[config.mk]
export PLATFORM = sky130hd
export DESIGN_NAME = bram_port_arbiter
export DESIGN_NICKNAME = d
export VERILOG_FILES = /design/src/rtl/bram_port_arbiter.sv
export SDC_FILE = /design/constraint.sdc
export NUM_CORES = 1
export LEC_CHECK = 0
export BUFFER_PORTS_ARGS = -buffer_cell sky130_fd_sc_hd__buf_2
export CAP_MARGIN = 20
export CORE_AREA = 2 2 66 68
export CTS_CLUSTER_DIAMETER = 60
export CTS_CLUSTER_SIZE = 8
export DETAILED_ROUTE_END_ITERATION = 12
export DIE_AREA = 0 0 68 70
export MAX_ROUTING_LAYER = met4
export PLACE_DENSITY = 0.79
export REMOVE_ABC_BUFFERS = 1
export SYNTH_ARGS = -nofsm -noshare
export SYNTH_HDL_FRONTEND = slang
export SYNTH_SLANG_ARGS = --single-unit
export TNS_END_PERCENT = 20
[constraint.sdc]
create_clock -name clk_100mhz -period 1.9 [get_ports clk_100mhz]
set_clock_uncertainty 0.05 [all_clocks]
set_input_delay 0.38 -clock clk_100mhz [delete_from_list [all_inputs] [get_ports clk_100mhz]]
set_output_delay 0.38 -clock clk_100mhz [all_outputs]
set_load 0.005 [all_outputs]
[src/rtl/bram_port_arbiter.sv]
// ---------------------------------------------------------------------------
// bram_port_arbiter
//
// Shares one single-port image BRAM between two requesters:
//   requester 0 : BRAM-to-FIFO streaming reader
//   requester 1 : host/loader port (writes or inspects frame data)
//
// Arbitration is round-robin with burst ownership. An owner keeps the port
// while its req stays high. When the other side is waiting, the owner is
// capped at MAX_BURST accesses. Every ownership change passes through one
// IDLE cycle. Read data is steered back to the requester that issued the
// read, even when ownership has already moved on.
//
// Handshake: while mX_gnt is high, every cycle with mX_req high is one
// access. mX_we/mX_addr/mX_din are taken combinationally in that cycle.
// Each read access produces exactly one mX_rvalid pulse RD_LAT cycles later,
// with mX_rdata valid in the same cycle. Writes produce no response.
//
// Ports
//   clk_100mhz, reset_n      : clock, asynchronous active-low reset
//   mX_req/we/addr/din       : requester X access request (X = 0, 1)
//   mX_gnt                   : requester X owns the port this cycle (registered)
//   mX_rvalid/rdata          : requester X read return
//   bram_en/we/addr/din      : BRAM command (zero whenever no access is issued)
//   bram_dout                : BRAM read data (RD_LAT-cycle registered read)
//   owner                    : 00 idle, 01 requester 0, 10 requester 1 (FSM state)
// ---------------------------------------------------------------------------
module bram_port_arbiter #(
    parameter int ADDR_W    = 13,
    parameter int DATA_W    = 8,
    parameter int RD_LAT    = 1,
    parameter int MAX_BURST = 64
) (
    input  logic              clk_100mhz,
    input  logic              reset_n,

    input  logic              m0_req,
    input  logic              m0_we,
    input  logic [ADDR_W-1:0] m0_addr,
    input  logic [DATA_W-1:0] m0_din,
    output logic              m0_gnt,
    output logic              m0_rvalid,
    output logic [DATA_W-1:0] m0_rdata,

    input  logic              m1_req,
    input  logic              m1_we,
    input  logic [ADDR_W-1:0] m1_addr,
    input  logic [DATA_W-1:0] m1_din,
    output logic              m1_gnt,
    output logic              m1_rvalid,
    output logic [DATA_W-1:0] m1_rdata,

    output logic              bram_en,
    output logic              bram_we,
    output logic [ADDR_W-1:0] bram_addr,
    output logic [DATA_W-1:0] bram_din,
    input  logic [DATA_W-1:0] bram_dout,

    output logic [1:0]        owner
);

    localparam int CNT_W = $clog2(MAX_BURST + 1);

    // Encoding equals the owner output code, so owner is the state register.
    typedef enum logic [1:0] {
        ST_IDLE = 2'b00,
        ST_OWN0 = 2'b01,
        ST_OWN1 = 2'b10
    } state_t;

    state_t              r_state;
    state_t              w_next;
    logic [CNT_W-1:0]    r_burst;       // accesses performed in the current grant
    logic                r_last_own1;   // 1: requester 1 owned last (favours 0)
    logic [RD_LAT-1:0]   r_tag_v;       // read-tag pipeline: valid
    logic [RD_LAT-1:0]   r_tag_id;      // read-tag pipeline: issuing requester
    logic [DATA_W-1:0]   r_m0_rdata;
    logic [DATA_W-1:0]   r_m1_rdata;

    logic                w_acc0;
    logic                w_acc1;
    logic                w_access;
    logic                w_burst_done;
    logic                w_ret_v;
    logic                w_ret_id;

    // ------------------------------------------------------------------
    // Access decode
    // ------------------------------------------------------------------
    assign w_acc0   = (r_state == ST_OWN0) && m0_req;
    assign w_acc1   = (r_state == ST_OWN1) && m1_req;
    assign w_access = w_acc0 || w_acc1;

    // This cycle's access is number MAX_BURST (or later, once saturated).
    assign w_burst_done = (r_burst >= CNT_W'(MAX_BURST - 1));

    // ------------------------------------------------------------------
    // FSM: state register
    // ------------------------------------------------------------------
    always_ff @(posedge clk_100mhz or negedge reset_n) begin
        if (!reset_n) begin
            r_state <= ST_IDLE;
        end else begin
            r_state <= w_next;
        end
    end

    // ------------------------------------------------------------------
    // FSM: next state
    // ------------------------------------------------------------------
    always_comb begin
        w_next = r_state;
        case (r_state)
            ST_IDLE: begin
                if (m0_req && m1_req) begin
                    w_next = r_last_own1 ? ST_OWN0 : ST_OWN1;
                end else if (m0_req) begin
                    w_next = ST_OWN0;
                end else if (m1_req) begin
                    w_next = ST_OWN1;
                end
            end
            ST_OWN0: begin
                if (!m0_req || (m1_req && w_burst_done)) begin
                    w_next = ST_IDLE;
                end
            end
            ST_OWN1: begin
                if (!m1_req || (m0_req && w_burst_done)) begin
                    w_next = ST_IDLE;
                end
            end
            default: begin
                w_next = ST_IDLE;
            end
        endcase
    end

    assign owner  = r_state;
    assign m0_gnt = (r_state == ST_OWN0);
    assign m1_gnt = (r_state == ST_OWN1);

    // ------------------------------------------------------------------
    // BRAM command mux: all-zero when no access is issued.
    // ------------------------------------------------------------------
    always_comb begin
        bram_en   = 1'b0;
        bram_we   = 1'b0;
        bram_addr = '0;
        bram_din  = '0;
        if (w_acc0) begin
            bram_en   = 1'b1;
            bram_we   = m0_we;
            bram_addr = m0_addr;
            bram_din  = m0_din;
        end else if (w_acc1) begin
            bram_en   = 1'b1;
            bram_we   = m1_we;
            bram_addr = m1_addr;
            bram_din  = m1_din;
        end
    end

    // ------------------------------------------------------------------
    // Burst counter and round-robin pointer.
    // OWN states are only entered from IDLE, so holding the counter at
    // zero in IDLE is the same as clearing it on entry.
    // ------------------------------------------------------------------
    always_ff @(posedge clk_100mhz or negedge reset_n) begin
        if (!reset_n) begin
            r_burst     <= '0;
            r_last_own1 <= 1'b1;
        end else begin
            if (r_state == ST_IDLE) begin
                r_burst <= '0;
            end else if (w_access && (r_burst != CNT_W'(MAX_BURST))) begin
                r_burst <= r_burst + 1'b1;
            end

            if ((r_state != ST_IDLE) && (w_next == ST_IDLE)) begin
                r_last_own1 <= (r_state == ST_OWN1);
            end
        end
    end

    // ------------------------------------------------------------------
    // Read-tag pipeline: one stage per cycle of BRAM read latency. The tag
    // travels independently of the grant, so reads issued just before a
    // handover still return to their issuer.
    // ------------------------------------------------------------------
    always_ff @(posedge clk_100mhz or negedge reset_n) begin
        if (!reset_n) begin
            r_tag_v  <= '0;
            r_tag_id <= '0;
        end else begin
            r_tag_v[0]  <= w_access && !bram_we;
            r_tag_id[0] <= w_acc1;
            for (int k = 1; k < RD_LAT; k++) begin
                r_tag_v[k]  <= r_tag_v[k-1];
                r_tag_id[k] <= r_tag_id[k-1];
            end
        end
    end

    assign w_ret_v   = r_tag_v[RD_LAT-1];
    assign w_ret_id  = r_tag_id[RD_LAT-1];
    assign m0_rvalid = w_ret_v && !w_ret_id;
    assign m1_rvalid = w_ret_v &&  w_ret_id;

    // ------------------------------------------------------------------
    // Read data. bram_dout comes straight from the BRAM output register and
    // is presented in the rvalid cycle; a per-requester hold register keeps
    // the last returned word afterwards, so the non-addressed requester's
    // rdata never changes.
    // ------------------------------------------------------------------
    always_ff @(posedge clk_100mhz or negedge reset_n) begin
        if (!reset_n) begin
            r_m0_rdata <= '0;
            r_m1_rdata <= '0;
        end else begin
            if (m0_rvalid) begin
                r_m0_rdata <= bram_dout;
            end
            if (m1_rvalid) begin
                r_m1_rdata <= bram_dout;
            end
        end
    end

    assign m0_rdata = m0_rvalid ? bram_dout : r_m0_rdata;
    assign m1_rdata = m1_rvalid ? bram_dout : r_m1_rdata;

endmodule

==> impl_metrics.prom, run 1 <==
# TYPE chip_impl_metric gauge
chip_impl_info{name="status",value="complete, but fails checks"} 1
chip_impl_info{name="violations",value="setup timing"} 1
chip_impl_metric{name="postRouteAntennaNets",unit=""} 0
chip_impl_metric{name="synth.yosys.seq_area_share",unit="%"} 45.5
chip_impl_metric{name="initial_core_util",unit="%"} 37.3
chip_impl_metric{name="first_pass_grt_wire_length",unit="µm"} 5790
chip_impl_metric{name="final_nets",unit=""} 292
chip_impl_metric{name="clock_latency",unit="ps"} 270
chip_impl_info{name="synth_largest_area_cell",value="sky130_fd_sc_hd__dfrtp_1"} 1
chip_impl_metric{name="vdd_drop_max",unit="mV"} 0.401
chip_impl_metric{name="synth-async-reset-ratio",unit="%"} 100
chip_impl_metric{name="postSynthCellCount",unit=""} 132
chip_impl_metric{name="io_buffer_count",unit=""} 100
chip_impl_metric{name="core_region_area",unit="µm²"} 4140
chip_impl_metric{name="yosys.area.top_type_share",unit="%"} 43.8
chip_impl_info{name="tritoncts",value="done"} 1
chip_impl_metric{name="die_width",unit="µm"} 68
chip_impl_metric{name="hold_violations",unit=""} 0
chip_impl_metric{name="ff_latch_area",unit="µm²"} 702
chip_impl_metric{name="detail_route.drc_violations",unit=""} 0
chip_impl_metric{name="worst_slack",unit="ps"} -38.9
chip_impl_metric{name="timing.reg2reg.worst_path_depth",unit=""} 4
chip_impl_info{name="nature_of_the_critical_path_startpoint",value="flop"} 1
chip_impl_metric{name="endpoint_arrival_time_on_the_critical_path",unit="ps"} 1510
chip_impl_metric{name="layout-drive-gt1-share",unit="%"} 57.1
chip_impl_info{name="hold_path.class",value="input pin to async pin"} 1
chip_impl_metric{name="hold_slack",unit="ps"} 49.2
chip_impl_metric{name="grtUsageTotal",unit="%"} 15.8
chip_impl_metric{name="max_freq",unit="MHz"} 516
chip_impl_info{name="worstSetupEndpointType",value="output pin"} 1
chip_impl_metric{name="floorplan.rows",unit=""} 24
chip_impl_metric{name="areaGrowthSynthToFinish",unit="%"} 41.0
chip_impl_info{name="post_synth_main_area_contributors",value="sky130_fd_sc_hd__dfrtp_1, sky130_fd_sc_hd__a22o_1, sky130_fd_sc_hd__mux2_2, sky130_fd_sc_hd__mux2i_1, sky130_fd_sc_hd__nand2_1"} 1
chip_impl_metric{name="antenna_violations_before_repair",unit=""} 0
chip_impl_metric{name="fp.dieArea",unit="µm²"} 4760
chip_impl_metric{name="wl_per_cell",unit="µm"} 13.0
chip_impl_metric{name="synthesis.area_per_instance",unit="µm²"} 11.7
chip_impl_metric{name="wl",unit="µm"} 3710
chip_impl_metric{name="vias",unit=""} 1440
chip_impl_metric{name="power.density",unit="nW/µm²"} 1100
chip_impl_info{name="worst_r2r_startpoint",value="r_burst[0]$_DFFE_PN0P_"} 1
chip_impl_metric{name="finalCriticalPeriod",unit="ps"} 1940
chip_impl_info{name="clk_root_buffer_cell",value="sky130_fd_sc_hd__clkbuf_8"} 1
chip_impl_metric{name="place_congestion",unit=""} 0.828
chip_impl_metric{name="clkSinkCount",unit=""} 28
chip_impl_metric{name="post-route-period-util",unit="%"} 102
chip_impl_metric{name="total_power",unit="W"} 0.00239
chip_impl_metric{name="syn-cell-area",unit="µm²"} 1540
chip_impl_metric{name="synth.lib_cells_used.distinct",unit=""} 36
chip_impl_metric{name="boundaryPins",unit=""} 101
chip_impl_info{name="synth-main-ff-cell",value="sky130_fd_sc_hd__dfrtp_1"} 1
chip_impl_metric{name="diodes",unit=""} 0
chip_impl_info{name="rsz0062_at_grt",value="yes"} 1
chip_impl_metric{name="drt_pass_1_iters",unit=""} 3
chip_impl_metric{name="fillerInstances",unit=""} 387
chip_impl_metric{name="cts_buffers",unit=""} 3
chip_impl_metric{name="clkTransAtPathRegs",unit="ps"} 90
chip_impl_metric{name="worst_slew_pin_slew",unit="ps"} 594
chip_impl_metric{name="postSynthRegisterBits",unit=""} 28
chip_impl_metric{name="violation_count_after_the_first_detailed_route_iteration",unit=""} 20
chip_impl_info{name="worst-setup-path-type",value="flop to output pin"} 1
chip_impl_metric{name="critical_path_peak_fanout",unit=""} 9
chip_impl_metric{name="overflow",unit=""} 0
chip_impl_metric{name="largest_net_degree_at_the_start_of_global_routing",unit=""} 29
chip_impl_metric{name="cts_buffer_depth",unit=""} 2
chip_impl_metric{name="number_of_maximum_capacitance_constraint_violations",unit=""} 0
chip_impl_info{name="synthMostInstantiatedCell",value="sky130_fd_sc_hd__dfrtp_1"} 1
chip_impl_metric{name="dpl-instance-area",unit="µm²"} 2090
chip_impl_info{name="timing.rr.end",value="r_last_own1$_DFFE_PN1P_"} 1
chip_impl_metric{name="r2r_slack",unit="ps"} 310
chip_impl_metric{name="via_count_of_the_first_global_routing_pass",unit=""} 1390
chip_impl_metric{name="per_cell_via_count_in_the_routed_design",unit=""} 5.05
chip_impl_metric{name="fin_setup_tns",unit="ps"} -334
chip_impl_metric{name="multi_input_area",unit="µm²"} 756
chip_impl_metric{name="drv_slew",unit=""} 0
chip_impl_metric{name="finalInstanceArea",unit="µm²"} 2180
chip_impl_metric{name="setup_viol_count_final",unit=""} 16
chip_impl_metric{name="synth-edff-count",unit=""} 0
chip_impl_metric{name="max_slew_margin",unit="%"} 60.4
chip_impl_info{name="synth_top_cells_by_count",value="sky130_fd_sc_hd__dfrtp_1, sky130_fd_sc_hd__a22o_1, sky130_fd_sc_hd__mux2_2, sky130_fd_sc_hd__nand2_1, sky130_fd_sc_hd__inv_1"} 1
chip_impl_metric{name="ctsHtreeMaxLevel",unit=""} 1
chip_impl_metric{name="leakagePower",unit="nW"} 1.23
chip_impl_metric{name="hpwlAfterDp",unit="µm"} 2960
chip_impl_metric{name="cp_data_required_time",unit="ps"} 1470
chip_impl_metric{name="die_h",unit="µm"} 70
chip_impl_metric{name="ys_warn_count",unit=""} 0
## registers in the layout (all words and copies together), names as in the netlist
| register | count |
|---|---|
| owner | 2 |
| r_m0_rdata | 8 |
| r_burst | 7 |
| r_tag_v | 1 |
| r_m1_rdata | 8 |
| r_tag_id | 1 |
| r_last_own1 | 1 |
## cell type report
| type | instances | share of cell area [%] |
|---|---|---|
| inverter | 10 | 2.07 |
| tap | 52 | 2.99 |
| multi-input combinational | 86 | 34.7 |
| clock inverter | 1 | 1.38 |
| timing repair buffer | 105 | 24.7 |
| sequential | 28 | 32.2 |
| clock buffer | 3 | 1.90 |
## cells in the final DEF (no fill, tap or decap), types with 2 or more instances in the layout
| cell | netlist | layout |
|---|---|---|
| sky130_fd_sc_hd__a21o_1 | 3 | 3 |
| sky130_fd_sc_hd__a22o_1 | 22 | 22 |
| sky130_fd_sc_hd__and4_1 | 2 | 2 |
| sky130_fd_sc_hd__buf_2 | 3 | 100 |
| sky130_fd_sc_hd__buf_4 | 3 | 5 |
| sky130_fd_sc_hd__clkbuf_8 | 0 | 3 |
| sky130_fd_sc_hd__dfrtp_1 | 27 | 27 |
| sky130_fd_sc_hd__ha_1 | 2 | 2 |
| sky130_fd_sc_hd__inv_1 | 8 | 8 |
| sky130_fd_sc_hd__mux2_2 | 16 | 16 |
| sky130_fd_sc_hd__mux2i_1 | 7 | 7 |
| sky130_fd_sc_hd__nand2_1 | 9 | 9 |
| sky130_fd_sc_hd__nand2b_1 | 2 | 2 |
| sky130_fd_sc_hd__nand3b_1 | 2 | 2 |
| sky130_fd_sc_hd__o2111ai_1 | 2 | 2 |
| sky130_fd_sc_hd__o211ai_1 | 2 | 2 |
## through the flow
stage               utilization (%)  std cells  worst slack [ps]
CTS                            52.5        285             -59.3
global placement               50.5        281             -58.2
detailed placement             50.5        281             -59.7
floorplan                         -        124               104
finish                         52.5        285             -38.9
global route                   52.5        285              -120
## cells by family after synthesis
| family | synth area share (%) |
|---|---|
| AOI/OAI and AO/OA | 20.4 |
| adders and majority gates | 1.62 |
| buffers and inverters | 5.83 |
| DFF | 45.5 |
| muxes | 16.2 |
| and+or+nand+nor | 10.5 |
## layer usage
| layer | up-vias | track usage, % | routed length [µm] |
|---|---|---|---|
| met4 | 0 | 1.33 | 5 |
| li1 | 696 | - | - |
| met1 | 664 | 18.3 | 1560 |
| met5 | - | - | 0 |
| met2 | 78 | 28.4 | 1810 |
| met3 | 2 | 3.70 | 337 |
## critical path, cell delays in order (launching register included)
cell	delay [ps]
sky130_fd_sc_hd__dfrtp_1	390
sky130_fd_sc_hd__nand2b_1	320
sky130_fd_sc_hd__mux2_2	400
sky130_fd_sc_hd__buf_2	130
## what timing repair did
item,in CTS,in global routing
endpoints found under the hold margin,0,0
pin swaps,0,2
resized for setup,5,0
setup buffers,0,0
hold buffers,0,0
endpoints found under the setup margin,38,38
## report_power, final
| part | internal [W] | switching [W] |
|---|---|---|
| clock | 0.000282 | 0.000178 |
| sequential | 0.000818 | 0.0000947 |
| combinational | 0.000547 | 0.000468 |
## worst max path at each step
stage / from / endpoint / slack [ps] / cells after the start
after floorplan: owner[1]$_DFF_PN0_ / bram_addr[0] / 100 / 2
after global placement: m0_req / bram_addr[4] / -60 / 4
after detailed placement: m0_req / bram_addr[4] / -60 / 4
after CTS: r_tag_v$_DFF_PN0_ / m0_rdata[3] / -60 / 3
after global routing: r_tag_v$_DFF_PN0_ / m0_rdata[3] / -120 / 3
final: r_tag_v$_DFF_PN0_ / m0_rdata[3] / -40 / 3
No activity file was read; power rests on OpenSTA's default activity.
==> run 2: changes to the inputs <==
clock period = 1.8 ns   (was 1.9 ns; I/O delays follow)
==> impl_metrics.prom, run 2 (synthesized netlist as in run 1, its figures left out) <==
# TYPE chip_impl_metric gauge
chip_impl_info{name="status",value="complete, but fails checks"} 1
chip_impl_info{name="violations",value="setup timing"} 1
chip_impl_metric{name="max_slew_margin",unit="%"} 59.1
chip_impl_info{name="rsz0062_at_grt",value="yes"} 1
chip_impl_metric{name="vdd_drop_max",unit="mV"} 0.453
chip_impl_metric{name="die_width",unit="µm"} 68
chip_impl_metric{name="worst_slew_pin_slew",unit="ps"} 613
chip_impl_metric{name="critical_path_peak_fanout",unit=""} 9
chip_impl_metric{name="critical_path_stages",unit=""} 3
chip_impl_metric{name="core_region_area",unit="µm²"} 4140
chip_impl_metric{name="max_stage_delay",unit="ps"} 410
chip_impl_info{name="critPathLaunch",value="r_tag_id$_DFF_PN0_"} 1
chip_impl_metric{name="place_congestion",unit=""} 0.810
chip_impl_metric{name="clock_latency",unit="ps"} 270
chip_impl_info{name="critPathTopFamily",value="flip-flops"} 1
chip_impl_metric{name="hold_slack",unit="ps"} 41.9
chip_impl_metric{name="antenna_violations_before_repair",unit=""} 0
chip_impl_info{name="layout.cells.most_common",value="sky130_fd_sc_hd__buf_2"} 1
chip_impl_info{name="endpoint",value="m0_rdata[5]"} 1
chip_impl_metric{name="final_nets",unit=""} 292
chip_impl_metric{name="die_h",unit="µm"} 70
chip_impl_info{name="tritoncts",value="done"} 1
chip_impl_metric{name="finalCriticalPeriod",unit="ps"} 1840
chip_impl_metric{name="drt_pass_1_iters",unit=""} 3
chip_impl_metric{name="diodes",unit=""} 0
chip_impl_metric{name="endpoint_arrival_time_on_the_critical_path",unit="ps"} 1430
chip_impl_metric{name="fp.dieArea",unit="µm²"} 4760
chip_impl_metric{name="max_freq",unit="MHz"} 543
chip_impl_metric{name="post-route-period-util",unit="%"} 102
chip_impl_metric{name="initial_core_util",unit="%"} 37.3
chip_impl_metric{name="grtUsageTotal",unit="%"} 16.3
chip_impl_metric{name="io_buffer_count",unit=""} 100
chip_impl_metric{name="clkTransAtPathRegs",unit="ps"} 90
chip_impl_metric{name="vias",unit=""} 1443
chip_impl_metric{name="overflow",unit=""} 0
chip_impl_metric{name="violation_count_after_the_first_detailed_route_iteration",unit=""} 42
chip_impl_metric{name="layout-drive-gt1-share",unit="%"} 58.4
chip_impl_info{name="worstSetupEndpointType",value="output pin"} 1
chip_impl_metric{name="cp_data_required_time",unit="ps"} 1390
chip_impl_info{name="worstPathCellList",value="nand2b_4 -> mux2_2 -> buf_2"} 1
chip_impl_metric{name="clkSinkCount",unit=""} 28
chip_impl_metric{name="cts_hold_buffers",unit=""} 0
chip_impl_metric{name="per_cell_via_count_in_the_routed_design",unit=""} 5.06
chip_impl_metric{name="setup_viol_count_final",unit=""} 23
chip_impl_metric{name="wl_per_cell",unit="µm"} 13.8
chip_impl_metric{name="via_count_of_the_first_global_routing_pass",unit=""} 1369
chip_impl_info{name="hold_path.class",value="input pin to async pin"} 1
chip_impl_metric{name="cts_buffer_depth",unit=""} 2
chip_impl_info{name="largest_registers_ranked_by_flip_flop_count",value="r_m0_rdata x8, r_m1_rdata x8, r_burst x7"} 1
chip_impl_metric{name="hpwlAfterDp",unit="µm"} 3040
chip_impl_metric{name="number_of_maximum_capacitance_constraint_violations",unit=""} 0
chip_impl_metric{name="postRouteAntennaNets",unit=""} 0
chip_impl_metric{name="ctsHtreeMaxLevel",unit=""} 1
chip_impl_metric{name="total_power",unit="W"} 0.00280
chip_impl_metric{name="areaGrowthSynthToFinish",unit="%"} 49.1
chip_impl_info{name="layout.cells.most_common_list",value="sky130_fd_sc_hd__buf_2, sky130_fd_sc_hd__dfrtp_1, sky130_fd_sc_hd__a22o_1, sky130_fd_sc_hd__mux2_4"} 1
chip_impl_metric{name="r2r_slack",unit="ps"} 200
chip_impl_metric{name="fin_setup_tns",unit="ps"} -306
chip_impl_metric{name="hold_violations",unit=""} 0
chip_impl_info{name="timing.rr.end",value="r_last_own1$_DFFE_PN1P_"} 1
chip_impl_info{name="worst-setup-path-type",value="flop to output pin"} 1
chip_impl_info{name="nature_of_the_critical_path_startpoint",value="flop"} 1
chip_impl_info{name="worst_r2r_startpoint",value="r_burst[1]$_DFFE_PN0P_"} 1
chip_impl_metric{name="first_pass_grt_wire_length",unit="µm"} 5980
chip_impl_metric{name="power.density",unit="nW/µm²"} 1220
chip_impl_info{name="slowest_stage",value="sky130_fd_sc_hd__dfrtp_1"} 1
chip_impl_metric{name="boundaryPins",unit=""} 101
chip_impl_metric{name="fillerInstances",unit=""} 358
chip_impl_metric{name="detail_route.drc_violations",unit=""} 0
chip_impl_metric{name="critical_path.n_buffers_inverters",unit=""} 1
chip_impl_metric{name="drv_slew",unit=""} 0
chip_impl_metric{name="leakagePower",unit="nW"} 1.33
chip_impl_metric{name="floorplan.rows",unit=""} 24
chip_impl_info{name="clk_root_buffer_cell",value="sky130_fd_sc_hd__clkbuf_8"} 1
chip_impl_metric{name="cts_buffers",unit=""} 3
chip_impl_metric{name="pre_cts_slack",unit="ps"} 43.2
chip_impl_metric{name="wl",unit="µm"} 3940
chip_impl_metric{name="worst_slack",unit="ps"} -43.1
chip_impl_metric{name="timing.reg2reg.worst_path_depth",unit=""} 4
chip_impl_metric{name="largest_net_degree_at_the_start_of_global_routing",unit=""} 29
chip_impl_metric{name="layout.core_utilization",unit="%"} 55.6
run 2: worst register-to-register path: stages, from the launching register on:
cell	delay, ps
sky130_fd_sc_hd__dfrtp_1	460
sky130_fd_sc_hd__ha_1	280
sky130_fd_sc_hd__a21o_1	190
sky130_fd_sc_hd__a21o_1	200
sky130_fd_sc_hd__a311o_1	350
run 2: final cells by class:
type,count,area (µm²),area share (%)
multi-input cells,86,817,35.5
flip-flops and latches,28,703,30.5
repair buffers,105,601,26.1
well taps,52,65.1,2.83
inverters,10,45.0,1.96
clock buffers,3,41.3,1.79
clock inverters,1,30.0,1.30
run 2: how the worst min path moves through the flow:
stage,from,end,slack [ps],cells after the start
detailed placement,reset_n,r_m0_rdata[2]$_DFF_PN0_,360,1
global route,reset_n,r_m1_rdata[2]$_DFF_PN0_,70,1
global placement,reset_n,r_m0_rdata[3]$_DFF_PN0_,350,1
finish,reset_n,r_m0_rdata[2]$_DFF_PN0_,40,1
CTS,reset_n,r_m0_rdata[3]$_DFF_PN0_,60,1
floorplan,reset_n,owner[0]$_DFF_PN0_,10,0
run 2: per-stage QoR:
stage / instances / cell area (µm²)
5_1_grt: 285 / 2300
2_1_floorplan: 124 / 1490
3_3_place_gp: 280 / 2100
3_5_place_dp: 280 / 2100
6_report: 285 / 2300
4_1_cts: 285 / 2200
run 2: where the power goes:
group / internal, W / leakage (nW) / switching (W)
clock: 0.000297 / 0.0357 / 0.000181
sequential: 0.000867 / 0.344 / 0.000116
combinational: 0.000798 / 0.954 / 0.000543
run 2: what timing repair did:
| action | CTS | global route |
|---|---|---|
| setup endpoints to repair | 38 | 39 |
| setup buffers | 1 | 0 |
| gates resized for setup | 8 | 22 |
| pin swaps | 0 | 4 |
run 2: layer usage:
| layer | track usage (%) | share of wire [%] | vias to the layer above | routed length (µm) |
|---|---|---|---|---|
| li1 | - | - | 699 | - |
| met1 | 19.0 | 39 | 668 | 1540 |
| met2 | 29.6 | 53 | 76 | 2100 |
| met3 | 2.42 | 7.8 | 0 | 306 |
| met4 | 2.00 | 0 | 0 | 0 |
| met5 | - | 0 | - | 0 |
